--- src/rtl/mini_cpu_param.sv ---
// rtl/mini_cpu_param.sv - button-driven multi-cycle register-file CPU with sign-magnitude immediates
// Optional feature macro: MINI_CPU_MUL_EN (combinational multiplier for MUL).
module mini_cpu_param #(
  parameter int DATA_W = 16,
  parameter int NREGS  = 16,
  parameter int IMM_W  = 6
) (
  input  logic                     clk,
  input  logic                     rst_n,
  input  logic [2:0]               opcode,
  input  logic [$clog2(NREGS)-1:0] addr1,
  input  logic [$clog2(NREGS)-1:0] addr2,
  input  logic [IMM_W:0]           addr3_imm,
  input  logic                     ligar,
  input  logic                     enviar,
  output logic [DATA_W-1:0]        result,
  output logic                     ligado,
  output logic [2:0]               estado,
  output logic                     done
);
  localparam int AW = $clog2(NREGS);

  localparam logic [2:0] OP_LOAD    = 3'b000;
  localparam logic [2:0] OP_ADD     = 3'b001;
  localparam logic [2:0] OP_ADDI    = 3'b010;
  localparam logic [2:0] OP_SUB     = 3'b011;
  localparam logic [2:0] OP_SUBI    = 3'b100;
  localparam logic [2:0] OP_MUL     = 3'b101;
  localparam logic [2:0] OP_CLEAR   = 3'b110;
  localparam logic [2:0] OP_DISPLAY = 3'b111;

  typedef enum logic [2:0] {
    S_OFF    = 3'b000,
    S_FETCH  = 3'b001,
    S_DECODE = 3'b010,
    S_READ   = 3'b011,
    S_CALC   = 3'b100,
    S_SHOW   = 3'b101,
    S_STORE  = 3'b110
  } state_t;

  state_t r_state;
  state_t w_next;

  logic              r_ligar_pr;
  logic              r_enviar_pr;
  logic              w_ligar_rel;
  logic              w_enviar_rel;
  logic [2:0]        r_op;
  logic [AW-1:0]     r_rd;
  logic [AW-1:0]     r_rs1;
  logic [IMM_W:0]    r_field;
  logic [DATA_W-1:0] r_regs [NREGS];
  logic [DATA_W-1:0] r_a;
  logic [DATA_W-1:0] r_b;
  logic [DATA_W-1:0] r_alu;
  logic [DATA_W-1:0] r_result;
  logic [AW-1:0]     r_clr_idx;
  logic              r_done;
  logic              w_clr_last;
  logic              w_store_done;
  logic              w_writes;
  logic [AW-1:0]     w_rs2;
  logic [DATA_W-1:0] w_mag;
  logic [DATA_W-1:0] w_imm;
  logic [DATA_W-1:0] w_alu;

  // A release is "was low last cycle, high now"; the press flag is just the registered inverse.
  assign w_ligar_rel  = r_ligar_pr & ligar;
  assign w_enviar_rel = r_enviar_pr & enviar;

  assign w_rs2      = r_field[IMM_W -: AW];
  assign w_mag      = DATA_W'(r_field[IMM_W-1:0]);
  assign w_imm      = r_field[IMM_W] ? -w_mag : w_mag;
  assign w_clr_last = (r_clr_idx == AW'(NREGS - 1));

  assign result = r_result;
  assign done   = r_done;
  assign estado = r_state;
  assign ligado = (r_state != S_OFF);

  always_ff @(posedge clk) begin
    if (!rst_n) begin
      r_state <= S_OFF;
    end else begin
      r_state <= w_next;
    end
  end

  always_comb begin
    w_next       = r_state;
    w_store_done = 1'b0;
    if (w_ligar_rel) begin
      w_next = (r_state == S_OFF) ? S_FETCH : S_OFF;
    end else begin
      case (r_state)
        S_FETCH:  if (w_enviar_rel) w_next = S_DECODE;
        S_DECODE: w_next = S_READ;
        S_READ:   w_next = S_CALC;
        S_CALC:   w_next = S_SHOW;
        S_SHOW:   w_next = S_STORE;
        S_STORE: begin
          if (r_op != OP_CLEAR || w_clr_last) begin
            w_next       = S_FETCH;
            w_store_done = 1'b1;
          end
        end
        default: w_next = r_state;
      endcase
    end
  end

  always_comb begin
    w_alu    = '0;
    w_writes = 1'b0;
    case (r_op)
      OP_LOAD: begin w_alu = w_imm;       w_writes = 1'b1; end
      OP_ADD:  begin w_alu = r_a + r_b;   w_writes = 1'b1; end
      OP_ADDI: begin w_alu = r_a + w_imm; w_writes = 1'b1; end
      OP_SUB:  begin w_alu = r_a - r_b;   w_writes = 1'b1; end
      OP_SUBI: begin w_alu = r_a - w_imm; w_writes = 1'b1; end
`ifdef MINI_CPU_MUL_EN
      OP_MUL:  begin w_alu = r_a * r_b;   w_writes = 1'b1; end
`else
      OP_MUL:  begin w_alu = '0;          w_writes = 1'b0; end
`endif
      default: begin w_alu = '0;          w_writes = 1'b0; end
    endcase
  end

  always_ff @(posedge clk) begin
    if (!rst_n) begin
      r_ligar_pr  <= 1'b0;
      r_enviar_pr <= 1'b0;
      r_op        <= '0;
      r_rd        <= '0;
      r_rs1       <= '0;
      r_field     <= '0;
      r_a         <= '0;
      r_b         <= '0;
      r_alu       <= '0;
      r_result    <= '0;
      r_clr_idx   <= '0;
      r_done      <= 1'b0;
      for (int i = 0; i < NREGS; i++) r_regs[AW'(i)] <= '0;
    end else begin
      r_ligar_pr  <= ~ligar;
      r_enviar_pr <= (r_state == S_FETCH) & ~enviar;
      r_done      <= w_store_done;
      // A power toggle wins over everything, so nothing else moves on that cycle.
      if (!w_ligar_rel) begin
        case (r_state)
          S_FETCH: begin
            if (w_enviar_rel) begin
              r_op    <= opcode;
              r_rd    <= addr1;
              r_rs1   <= addr2;
              r_field <= addr3_imm;
            end
          end
          S_READ: begin
            r_a <= r_regs[r_rs1];
            r_b <= r_regs[w_rs2];
          end
          S_CALC: r_alu <= w_alu;
          S_SHOW: begin
            case (r_op)
              OP_CLEAR:   r_result <= '0;
              OP_DISPLAY: r_result <= r_a;
`ifdef MINI_CPU_MUL_EN
              OP_MUL:     r_result <= r_alu;
`else
              OP_MUL:     r_result <= r_result;
`endif
              default:    r_result <= r_alu;
            endcase
          end
          S_STORE: begin
            if (r_op == OP_CLEAR) begin
              r_regs[r_clr_idx] <= '0;
              r_clr_idx         <= r_clr_idx + 1'b1;
            end else if (w_writes) begin
              r_regs[r_rd] <= r_alu;
            end
          end
          default: ;
        endcase
      end
      if (r_state != S_STORE) r_clr_idx <= '0;
    end
  end

endmodule

--- config.mk ---
export PLATFORM = sky130hd
export DESIGN_NAME = mini_cpu_param
export DESIGN_NICKNAME = d
export VERILOG_FILES = /design/src/rtl/mini_cpu_param.sv
export SDC_FILE = /design/constraint.sdc
export NUM_CORES = 1
export LEC_CHECK = 0
export CORE_AREA = 3 3 176 221
export DETAILED_ROUTE_END_ITERATION = 10
export DIE_AREA = 0 0 179 224
export PLACE_DENSITY = 0.69
export SYNTH_ARGS = -nofsm -noshare
export SYNTH_HDL_FRONTEND = slang
export SYNTH_SLANG_ARGS = --single-unit
--- constraint.sdc ---
create_clock -name clk -period 4 [get_ports clk]
set_clock_uncertainty 0.2 [all_clocks]
set_input_delay 1.2 -clock clk [delete_from_list [all_inputs] [get_ports clk]]
set_output_delay 1.2 -clock clk [all_outputs]
set_load 0.005 [all_outputs]
Word-level counts from Yosys, hierarchy flattened

Memory sizes are Yosys's and may differ from the RTL's. A register that Yosys moved wholly into a read port is not among the register bits.
Cells that the tools add are included.

Register bits after elaboration: 60
Memory bits (writable): 256
Input port bits: 22
Output and inout bits: 21
Memories kept: 1

Memories:

| name   | words | bits a word | read ports | clocked after Yosys merged registers in | wr ports | line | RTL |
|---|---|---|---|---|---|---|---|
| r_regs | 16    | 16          | 2          | 2                                       | 16       | 53   | `logic [DATA_W-1:0] r_regs [NREGS];` |

Add/sub/neg operators: 6
Equal/unequal tests: 18
Muxes and demuxes: 28
Bitwise operators: 9
Reductions and logical operators: 18

Operators with widths:

| cell                                                            | number |
|---|---|
| 16-bit case mux with 5 select lines                             | 1 |
| 16-bit two-way mux                                              | 3 |
| 16-bit case mux with 3 select lines                             | 1 |
| 16-bit adder                                                    | 2 |
| 16-bit OR reduction                                             | 2 |
| 16-bit subtractor                                               | 2 |
| 3-bit == test, second input constant                            | 7 |
| 3-bit case mux with 6 select lines                              | 1 |
| 1-bit two-way mux                                               | 17 |
| 6-bit negation with 16-bit output                               | 1 |
| 3-bit by 2-bit == test with 1-bit output, second input constant | 4 |
| 3-bit != test, second input constant                            | 4 |
| 3-bit AND reduction                                             | 4 |
| 3-bit two-way mux                                               | 3 |
| 4-bit two-way mux                                               | 2 |
| 7-bit nonzero test                                              | 1 |
| 3-bit by 1-bit == test with 1-bit output, second input constant | 2 |
| 3-bit zero test                                                 | 2 |
| 1-bit inverter                                                  | 6 |
| 5-bit OR reduction                                              | 1 |
| 4-bit by 1-bit adder with 4-bit output, second input constant   | 1 |
| 4-bit == test, second input constant                            | 1 |
| 2-bit AND reduction                                             | 2 |
| 1-bit bitwise AND                                               | 3 |
| other kinds (5)                                                 | 6 |

Logic depth before layout (Yosys ltp)

Gate-level depths: netlist (run 1).

Depth in word-level cells: 11
Depth in mapped cells: 20
Gate-level depth less buffers: 19

Worst setup path after synthesis (run 1)

Ideal clock, no wire load.

Kind: flip-flop to flip-flop
From: register r_field[5]
To: register r_alu[13]
Arrival time: 3.956 ns
Data required time: 3.672 ns
Path slack: -0.284 ns
Cell stages (with the launch flop): 17
Buffers on the path: 1
Period minus slack after synthesis: 4.284 ns
Cells stage by stage: dfxtp_1 -> inv_2 -> buf_1 -> ha_1 -> mux2i_1 -> nand3b_1 -> xor2_1 -> a22oi_1 -> o21ai_0 -> ha_1 -> a2111o_1 -> nand3b_1 -> a21oi_1 -> o211ai_1 -> xor2_1 -> a221oi_1 -> nor2_1

Cells in the longest elaborated chain, start to end: 4
Elaborated cells between the ends (all ways): 5

Ends and longest elaborated chain:

| what                                              | line     | RTL |
|---|---|---|
| start, declared                                   | 52       | `logic [IMM_W:0] r_field;` |
| start signal, assigned                            | 158      | `r_field <= addr3_imm;` |
| 6-bit negation with 16-bit output                 | 74       | `assign w_imm = r_field[IMM_W] ? -w_mag : w_mag;` |
| 16-bit two-way mux (*)                            | 74       |  |
| 16-bit subtractor or 16-bit adder (tied branches) | 121, 119 |  |
| 16-bit case mux with 5 select lines (*)           | 116      | `case (r_op)` |
| end signal, assigned                              | 165      | `S_CALC: r_alu <= w_alu;` |
| end, declared                                     | 56       | `logic [DATA_W-1:0] r_alu;` |

Every way passes the cells marked *; elsewhere a longest branch is shown, timed or not.
A chain may end at the register's enable or synchronous reset.

Worst setup path after layout (run 1)

From: register r_field[4]
To: register r_alu[10]

Same word-level chain as after synthesis.

==> summary.md, run 1 <==
| Metric | Value |
|---|---|
| Status | finished, violations left |
| Failing checks | setup timing |
| Drc violations | 0 |
| Post-Syn Area | 0.01844 sq mm |
| FF+latch count, synth | 348 |
| Sequential fraction of the synthesis area | 51.68% |
| Dpl cell area | 0.02002 sq mm |
| Met3 Track Usage GR | 3.832% |
| First-pass GRT wire length | 79990 um |
| Input/output buffers | 42 |
| Setup violators final | 5 |
| Drt total wl | 52180 um |
| DRT antenna net count | 0 |
| Setup crit end kind | flip-flop |
| CTS clk-pin slew, worst paths | 0.06 ns |
| Slew margin rel. | 30.65% |
| Top cells by area, synth | edfxtp_1 (42%), mux4_2 (20%), dfxtp_1 (10%) |
| Unrepaired setup endpoints after global routing | yes |
| Syn_nets | 1607 |
| Area delta synth->final | 15.76% |
| Hold Vio Cnt, Final | 0 |
| Drt via density | 6.257 |
| GRT Total Usage | 26.33% |
| Hpwl dp | 38310 um |
| Hold_buf cts | 0 |
| Num ports | 43 |
| Fin util | 57.58% |
| Post-Synthesis Cells | 1565 |
| Most used DFF post-synth | edfxtp_1 |
| Yosys Warn Count | 0 |
| Global route overflow | 0 |
| Met2 usage | 46.97% |
| Cell area after layout | 0.02134 sq mm |
| Num rows | 79 |
| Number of nets in the final layout | 1694 |
| Critical-path cell list | or3_4 -> nor3_4 -> ha_4 -> nand3b_1 -> a2111oi_4 -> nor3_2 -> o21ai_4 -> a21oi_2 -> nor2_1 -> ha_1 -> a21oi_1 -> nand2_1 -> and3_4 -> o21a_1 -> buf_4 -> or3_4 -> a31oi_4 -> o21a_1 -> a21oi_1 |
| Largest net degree at the start of global routing | 66 |
| Maximum VDD drop | 0.2471 mV |
| CTS Buffer Depth | 3 |
| Synth area leader | edfxtp_1 |
| Final Critical Period | 4.189 ns |
| Htree depth | 2 |
| Pleak | 6.873 nW |
| Worst slew pin tran | 1.040 ns |
| CP top delay family | simple AND/OR/NAND/NOR gates |
| Pre-CTS setup slack | -0.1457 ns |
| CP max stage delay | 0.41 ns |
| Die area | 0.04010 sq mm |
| Number of max-cap violations | 0 |
| Post-synth top area share | 41.69% |
| CTS Buf Count | 36 |
| WS Path Type | reg -> reg |
| Die extent in y | 224 um |
| Worst path arrival time | 4.40 ns |
| Clock Tree Root | clkbuf_16 |
| Final period util | 104.7% |
| Worst hold-check path type | reg -> reg |
| Number of global-route vias before repair | 13.53k |
| Synth cell types | 73 |
| Critical Path Start Type | flip-flop |
| DR iter-0 viols | 1559 |
| WP buf/inv | 1 |
| Initial antenna violation count | 1 |
| Vias | 13.55k |
| DRT Pass-1 Iters | 5 |
| Max Slew Vio Count | 0 |
| Met1 Usage GRT | 32.31% |
| WL/cell | 24.10 um |
| Skew-Pair Late Insertion Delay | 0.54 ns |
| Top Usage Layer GRT | met2 |
| GP Congestion | 0.9394 |
| Core area | 0.03707 sq mm |
| Fmax achieved | 0.2387 GHz |
| CTS tree | yes |
| Final worst slack | -0.1893 ns |
| Die Wd | 179 um |
| Layout cells sized above 1 | 22.53% |
| Syn avg cell area | 11.78 sq um |
| PwrDens | 352.9 mW/mm^2 |
| Starting Density | 49.74% |
| Fill cells | 3072 |
| Critical Path RT | 4.21 ns |
| Post-synth EDFFs | 256 |
| Crit Path Max Fanout | 3 |
| Crit-path slowest cell | a2111oi_4 |
| Async SR Flop Fraction | 0% |
| CTS sink cnt | 348 |
| Total chip power | 7.533 mW |
-- final timing paths --
| check | startpoint | endpoint | slack [ns] | cells after the start |
|---|---|---|---|---|
| worst max register to register | r_field[4] | r_alu[10] | -0.19 | 19 |
| worst min-delay path | r_a[12] | r_a[12] | 0.29 | 2 |
| worst max-delay path | r_field[4] | r_alu[10] | -0.19 | 19 |
| worst min register to register | r_a[12] | r_a[12] | 0.29 | 2 |
-- power by group --
part           leakage, nW  switching, mW  internal [mW]
sequential            3.38         0.0481           3.95
combinational         2.95          0.134          0.131
clock                0.551           1.41           1.86
-- through the flow --
step,hold slack (ns),instances,TNS (ns)
2_1_floorplan,0.2490,1565,-0.02095
5_1_grt,0.3173,2165,-2.202
3_3_place_gp,0.2694,2090,-0.1626
3_5_place_dp,0.2825,2090,-0.2503
4_1_cts,0.2909,2159,-0.3196
6_report,0.2922,2165,-0.7851
-- flip-flops by register name, indices dropped and copies added (netlist names), 3 cells and up --
signal	count
estado	3
r_rd	4
r_b	16
r_op	3
r_field	7
result	16
r_a	16
r_regs	256
r_clr_idx	4
r_alu	16
r_rs1	4
-- worst register-to-register path: stages (launching register included) --
cell       delay (ns)
dfxtp_4          0.34
or3_4            0.38
nor3_4           0.23
ha_4             0.24
nand3b_1         0.20
a2111oi_4        0.41
nor3_2           0.09
o21ai_4          0.18
a21oi_2          0.07
nor2_1           0.12
ha_1             0.27
a21oi_1          0.13
nand2_1          0.09
and3_4           0.17
o21a_1           0.11
buf_4            0.13
or3_4            0.35
a31oi_4          0.17
o21a_1           0.14
a21oi_1          0.05
-- cell usage in the layout (no fill, tap or decap), types with 4 or more instances in the layout --
cell type        synthesis  final
a211oi_1                21     21
a21oi_1                 91     87
a21oi_2                  2      5
a22oi_1                 22     22
a31oi_1                 14     13
and3_1                   7      6
buf_12                   0     10
buf_4                    2    118
clkbuf_1                77      8
clkbuf_16                0     39
clkdlybuf4s50_1          0     42
clkinv_1                 1      8
dfxtp_1                 92     88
edfxtp_1               256    256
ha_1                    19     18
inv_1                   19     18
mux2i_1                  5      4
mux4_2                 160    160
nand2_1                184    184
nand2b_1                 6      6
nand3_1                 15     15
nand3b_1                 6      6
nand4_1                  4      4
nor2_1                 337    336
nor2b_1                  8      8
nor3_1                  17     15
nor3b_1                  4      4
o211ai_1                 8      8
o21a_1                   6      6
o21ai_0                 44     39
o21ai_1                  4      9
o31ai_1                  4      4
xnor2_1                 12     12
xor2_1                  18     18
-- cells in the mapped netlist (3+ instances only) --
cell,count
or3_1,4
nand3b_1,6
o21ai_1,4
nand3_1,15
and3_1,7
mux4_2,160
o211ai_1,8
xnor2_1,12
inv_1,19
buf_1,9
nor3_1,17
o31ai_1,4
nand2b_1,6
o21a_1,6
edfxtp_1,256
a211oi_1,21
nor2_1,337
clkbuf_1,77
a31oi_1,14
nor3b_1,4
ha_1,19
a22oi_1,22
o21bai_1,3
a21oi_1,91
nand4_1,4
xor2_1,18
dfxtp_1,92
buf_2,35
or4_1,3
mux2i_1,5
nand2_1,184
o21ai_0,44
nor2b_1,8
-- layer usage --
metal / share of wire, % / up-vias
li1: - / 6002
met1: 36 / 6854
met2: 53 / 588
met3: 6.5 / 103
met4: 4.0 / 0
met5: 0 / -
-- repair_timing --
| action | in CTS | in global routing |
|---|---|---|
| pin swaps | 9 | 31 |
| setup buffers | 5 | 6 |
| gates resized for setup | 5 | 17 |
| endpoints found under the setup margin | 3 | 8 |
-- cell type report --
cell class,count,area [sq um],share of cell area [%]
Clock buffer,48,1020,4.778
Tap cell,486,608.1,2.849
Antenna cell,1,2.502,0.01172
Sequential cell,348,9542,44.70
Timing Repair Buffer,173,1540,7.216
Inverter,21,78.83,0.3693
Clock inverter,16,116.4,0.5452
Multi-Input combinational cell,1072,8437,39.53
-- cells by family (layout without fill, tap and decap cells) --
family                   count (synthesis)  after routing  synth area share (%)
adder cells (fa/ha/maj)                 20             20                 1.398
flip-flops                             348            348                 51.68
XOR/XNOR                                30             30                 1.425
buffers and inverters                  145            258                 3.271
AND/OR/NAND/NOR                        611            611                 13.84
multiplexers                           165            165                 19.82
AO/OA/AOI/OAI                          246            246                 8.564
other                                    0              1                     0
No activity file was read; power rests on OpenSTA's default activity.
==> run 2: changes to the inputs <==
CORE_AREA = 2 2 175 220   (was 3 3 176 221)
DIE_AREA = 0 0 177 222   (was 0 0 179 224)
==> run 2 against run 1 <==
Against the previous run:
- the run still ends with setup timing left
- die area fell by 2.0%
- total power rose by 2.8%
- register-to-register slack about the same
- via count up 1.8%
- first-iteration DRC count is 8.1% lower
- flip-flop and latch count unchanged
- critical path type unchanged
- largest cell class unchanged
==> summary.md, run 2 (synthesis gave the netlist of run 1 again) <==
| Metric | Value |
|---|---|
| Hpwl dp | 38510 um (was 38310 um) |
| CTS tree | yes (unchanged) |
| Num ports | 43 (unchanged) |
| Setup crit end kind | flip-flop (unchanged) |
| CTS Buf Count | 37 (was 36) |
| Slew margin rel. | 15.15% (was 30.65%) |
| WS Path Type | reg -> reg (unchanged) |
| WL/cell | 26.17 um (was 24.10 um) |
| Final Critical Period | 4.197 ns (was 4.189 ns) |
| Critical-path cell list | or3_4 -> nor3_4 -> ha_1 -> buf_6 -> mux2i_4 -> nand3b_1 -> xor2_1 -> a22oi_1 -> o21ai_2 -> ha_1 -> a2111o_1 -> nand3b_1 -> a21oi_4 -> o211ai_1 -> xor2_1 -> a221oi_2 -> nor2_1 (was or3_4 -> nor3_4 -> ha_4 -> nand3b_1 -> a2111oi_4 -> nor3_2 -> o21ai_4 -> a21oi_2 -> nor2_1 -> ha_1 -> a21oi_1 -> nand2_1 -> and3_4 -> o21a_1 -> buf_4 -> or3_4 -> a31oi_4 -> o21a_1 -> a21oi_1) |
| Fmax achieved | 0.2383 GHz (was 0.2387 GHz) |
| Worst path arrival time | 4.40 ns (about the same) |
| Initial antenna violation count | 0 (was 1) |
| Number of global-route vias before repair | 13.94k (was 13.53k) |
| Max reg flops | 256 (unchanged) |
| DR iter-0 viols | 1433 (was 1559) |
| Core area | 0.03707 sq mm (unchanged) |
| Drt via density | 6.379 (was 6.257) |
| Failing checks | setup timing (unchanged) |
| GP Congestion | 0.9299 (was 0.9394) |
| Reg with most FFs | r_regs (unchanged) |
| Non-Filler Instances | 2162 (was 2165) |
| DRT antenna net count | 0 (unchanged) |
| Total chip power | 7.747 mW (was 7.533 mW) |
| Input/output buffers | 42 (unchanged) |
| Drt total wl | 56580 um (was 52180 um) |
| Largest net degree at the start of global routing | 66 (unchanged) |
| Pleak | 6.932 nW (was 6.873 nW) |
| Critical Path RT | 4.20 ns (was 4.21 ns) |
| Hold Vio Cnt, Final | 0 (unchanged) |
| Unrepaired setup endpoints after global routing | yes (unchanged) |
| Worst slew pin tran | 1.271 ns (was 1.040 ns) |
| Placed Instances | 2095 (was 2090) |
| Number of max-cap violations | 0 (unchanged) |
| Skew-Pair Late Insertion Delay | 0.54 ns (about the same) |
| Htree depth | 2 (unchanged) |
| Die area | 0.03929 sq mm (was 0.04010 sq mm) |
| Die Wd | 177 um (was 179 um) |
| Critical Path Start Type | flip-flop (unchanged) |
| WP buf/inv | 1 (unchanged) |
| Die extent in y | 222 um (was 224 um) |
| Clock Tree Root | clkbuf_16 (unchanged) |
| Final worst slack | -0.1965 ns (was -0.1893 ns) |
| Most common cell after layout, fill and taps aside | nor2_1 (unchanged) |
| Starting Density | 49.74% (unchanged) |
| Vias | 13.79k (was 13.55k) |
| CTS Buffer Depth | 3 (unchanged) |
| Dpl cell area | 0.02011 sq mm (was 0.02002 sq mm) |
| Most frequent cells in the layout | nor2_1 (336), edfxtp_1 (256), nand2_1 (184) (unchanged) |
| Area delta synth->final | 16.35% (was 15.76%) |
| Setup violators final | 6 (was 5) |
| Hold_buf cts | 0 (unchanged) |
| Final period util | 104.9% (was 104.7%) |
| Layout cells sized above 1 | 23.15% (was 22.53%) |
| Drc violations | 0 (unchanged) |
| GRT Total Usage | 29.05% (was 26.33%) |
| CP max stage delay | 0.45 ns (was 0.41 ns) |
| Antenna diode count | 0 (was 1) |
| Fill cells | 2953 (was 3072) |
| Max Slew Vio Count | 0 (unchanged) |
| Num rows | 79 (unchanged) |
| First-pass GRT wire length | 84350 um (was 79990 um) |
| CTS sink cnt | 348 (unchanged) |
| CTS clk-pin slew, worst paths | 0.06 ns (about the same) |
| Global route overflow | 0 (unchanged) |
| Fin util | 57.87% (was 57.58%) |
| Crit-path slowest cell | a2111o_1 (was a2111oi_4) |
| Crit Path Max Fanout | 3 (unchanged) |
| Maximum VDD drop | 0.2437 mV (was 0.2471 mV) |
| CP top delay family | compound AO/OA/AOI/OAI gates (was simple AND/OR/NAND/NOR gates) |
| Worst hold-check path type | reg -> reg (unchanged) |
| PwrDens | 361.1 mW/mm^2 (was 352.9 mW/mm^2) |
| DRT Pass-1 Iters | 6 (was 5) |
| Number of nets in the final layout | 1697 (was 1694) |
| Cell area after layout | 0.02145 sq mm (was 0.02134 sq mm) |
| Status | finished, violations left (unchanged) |
-- run 2: changes by cell type in the layout (fill, tap and decap cells not counted), sizes merged --
cell,before,now
clkinv,14,7
diode,1,0
buf,131,133
clkinvlp,1,2
inv,21,22
bufinv,1,3
clkbuf,48,47
-- run 2: what timing repair did --
action / 4_1_cts / 5_1_grt
setup endpoints to repair: 6 / 8
setup buffers: 4 / 3
gates resized for setup: 5 / 17
pin swaps: 11 / 27
-- run 2: power by group --
part	total [mW]	leakage, nW	switching (mW)	internal (mW)
sequential	4.00	3.38	0.0474	3.95
combinational	0.292	2.97	0.153	0.139
clock	3.46	0.583	1.41	2.04
total	7.75	6.93	1.61	6.13
-- run 2: path summary, 6_finish.rpt --
check | start | slack, ns | end | cells after the start
worst max-delay path | r_field[3] | -0.20 | r_alu[13] | 17
worst min-delay path | r_a[14] | 0.28 | r_a[14] | 2
worst max register to register | r_field[3] | -0.20 | r_alu[13] | 17
worst min register to register | r_a[14] | 0.28 | r_a[14] | 2
-- run 2: stage by stage --
step                      hold WS, ns  setup slack [ns]  setup TNS [ns]
after global routing           0.3155           -0.4648          -2.277
after CTS                      0.2852           -0.1277         -0.3491
after detailed placement       0.2770           -0.1797         -0.3688
after floorplan                0.2490          -0.02095        -0.02095
after global placement         0.2658          -0.09788         -0.1786
final                          0.2810           -0.1965         -0.6167
-- run 2: cell type report --
| type | instances | area [sq um] | share of cell area (%) |
|---|---|---|---|
| Clock buffer | 47 | 1049 | 4.888 |
| Multi-Input combinational cell | 1072 | 8417 | 39.24 |
| Inverter | 21 | 78.83 | 0.3675 |
| Tap cell | 486 | 608.1 | 2.835 |
| Sequential cell | 348 | 9544 | 44.49 |
| Timing Repair Buffer | 175 | 1602 | 7.466 |
| Clock inverter | 13 | 153.9 | 0.7174 |
-- run 2: worst reg2reg max path: cells and delay by family (launching register included) --
kind	cells	cell delay (ns)
adders and majority gates	2	0.58
DFF	1	0.34
AOI/OAI and AO/OA	6	1.35
buffers and inverters	1	0.13
muxes	1	0.14
xor gates and xnor gates	2	0.35
and+or+nand+nor	5	0.99
-- run 2: layer usage --
layer,vias to the layer above,part of all wire [%],GRT usage [%]
met4,0,5.7,15.52
met2,758,51,49.69
met5,-,0,0
met3,178,8.0,5.007
met1,6855,35,34.82
li1,6001,-,-
==> run 3: changes to the inputs <==
SLEW_MARGIN = 0   (was not set)
==> results of run 3 <==
Same layout as run 2: the final DEF is identical, and so are final timing and power.
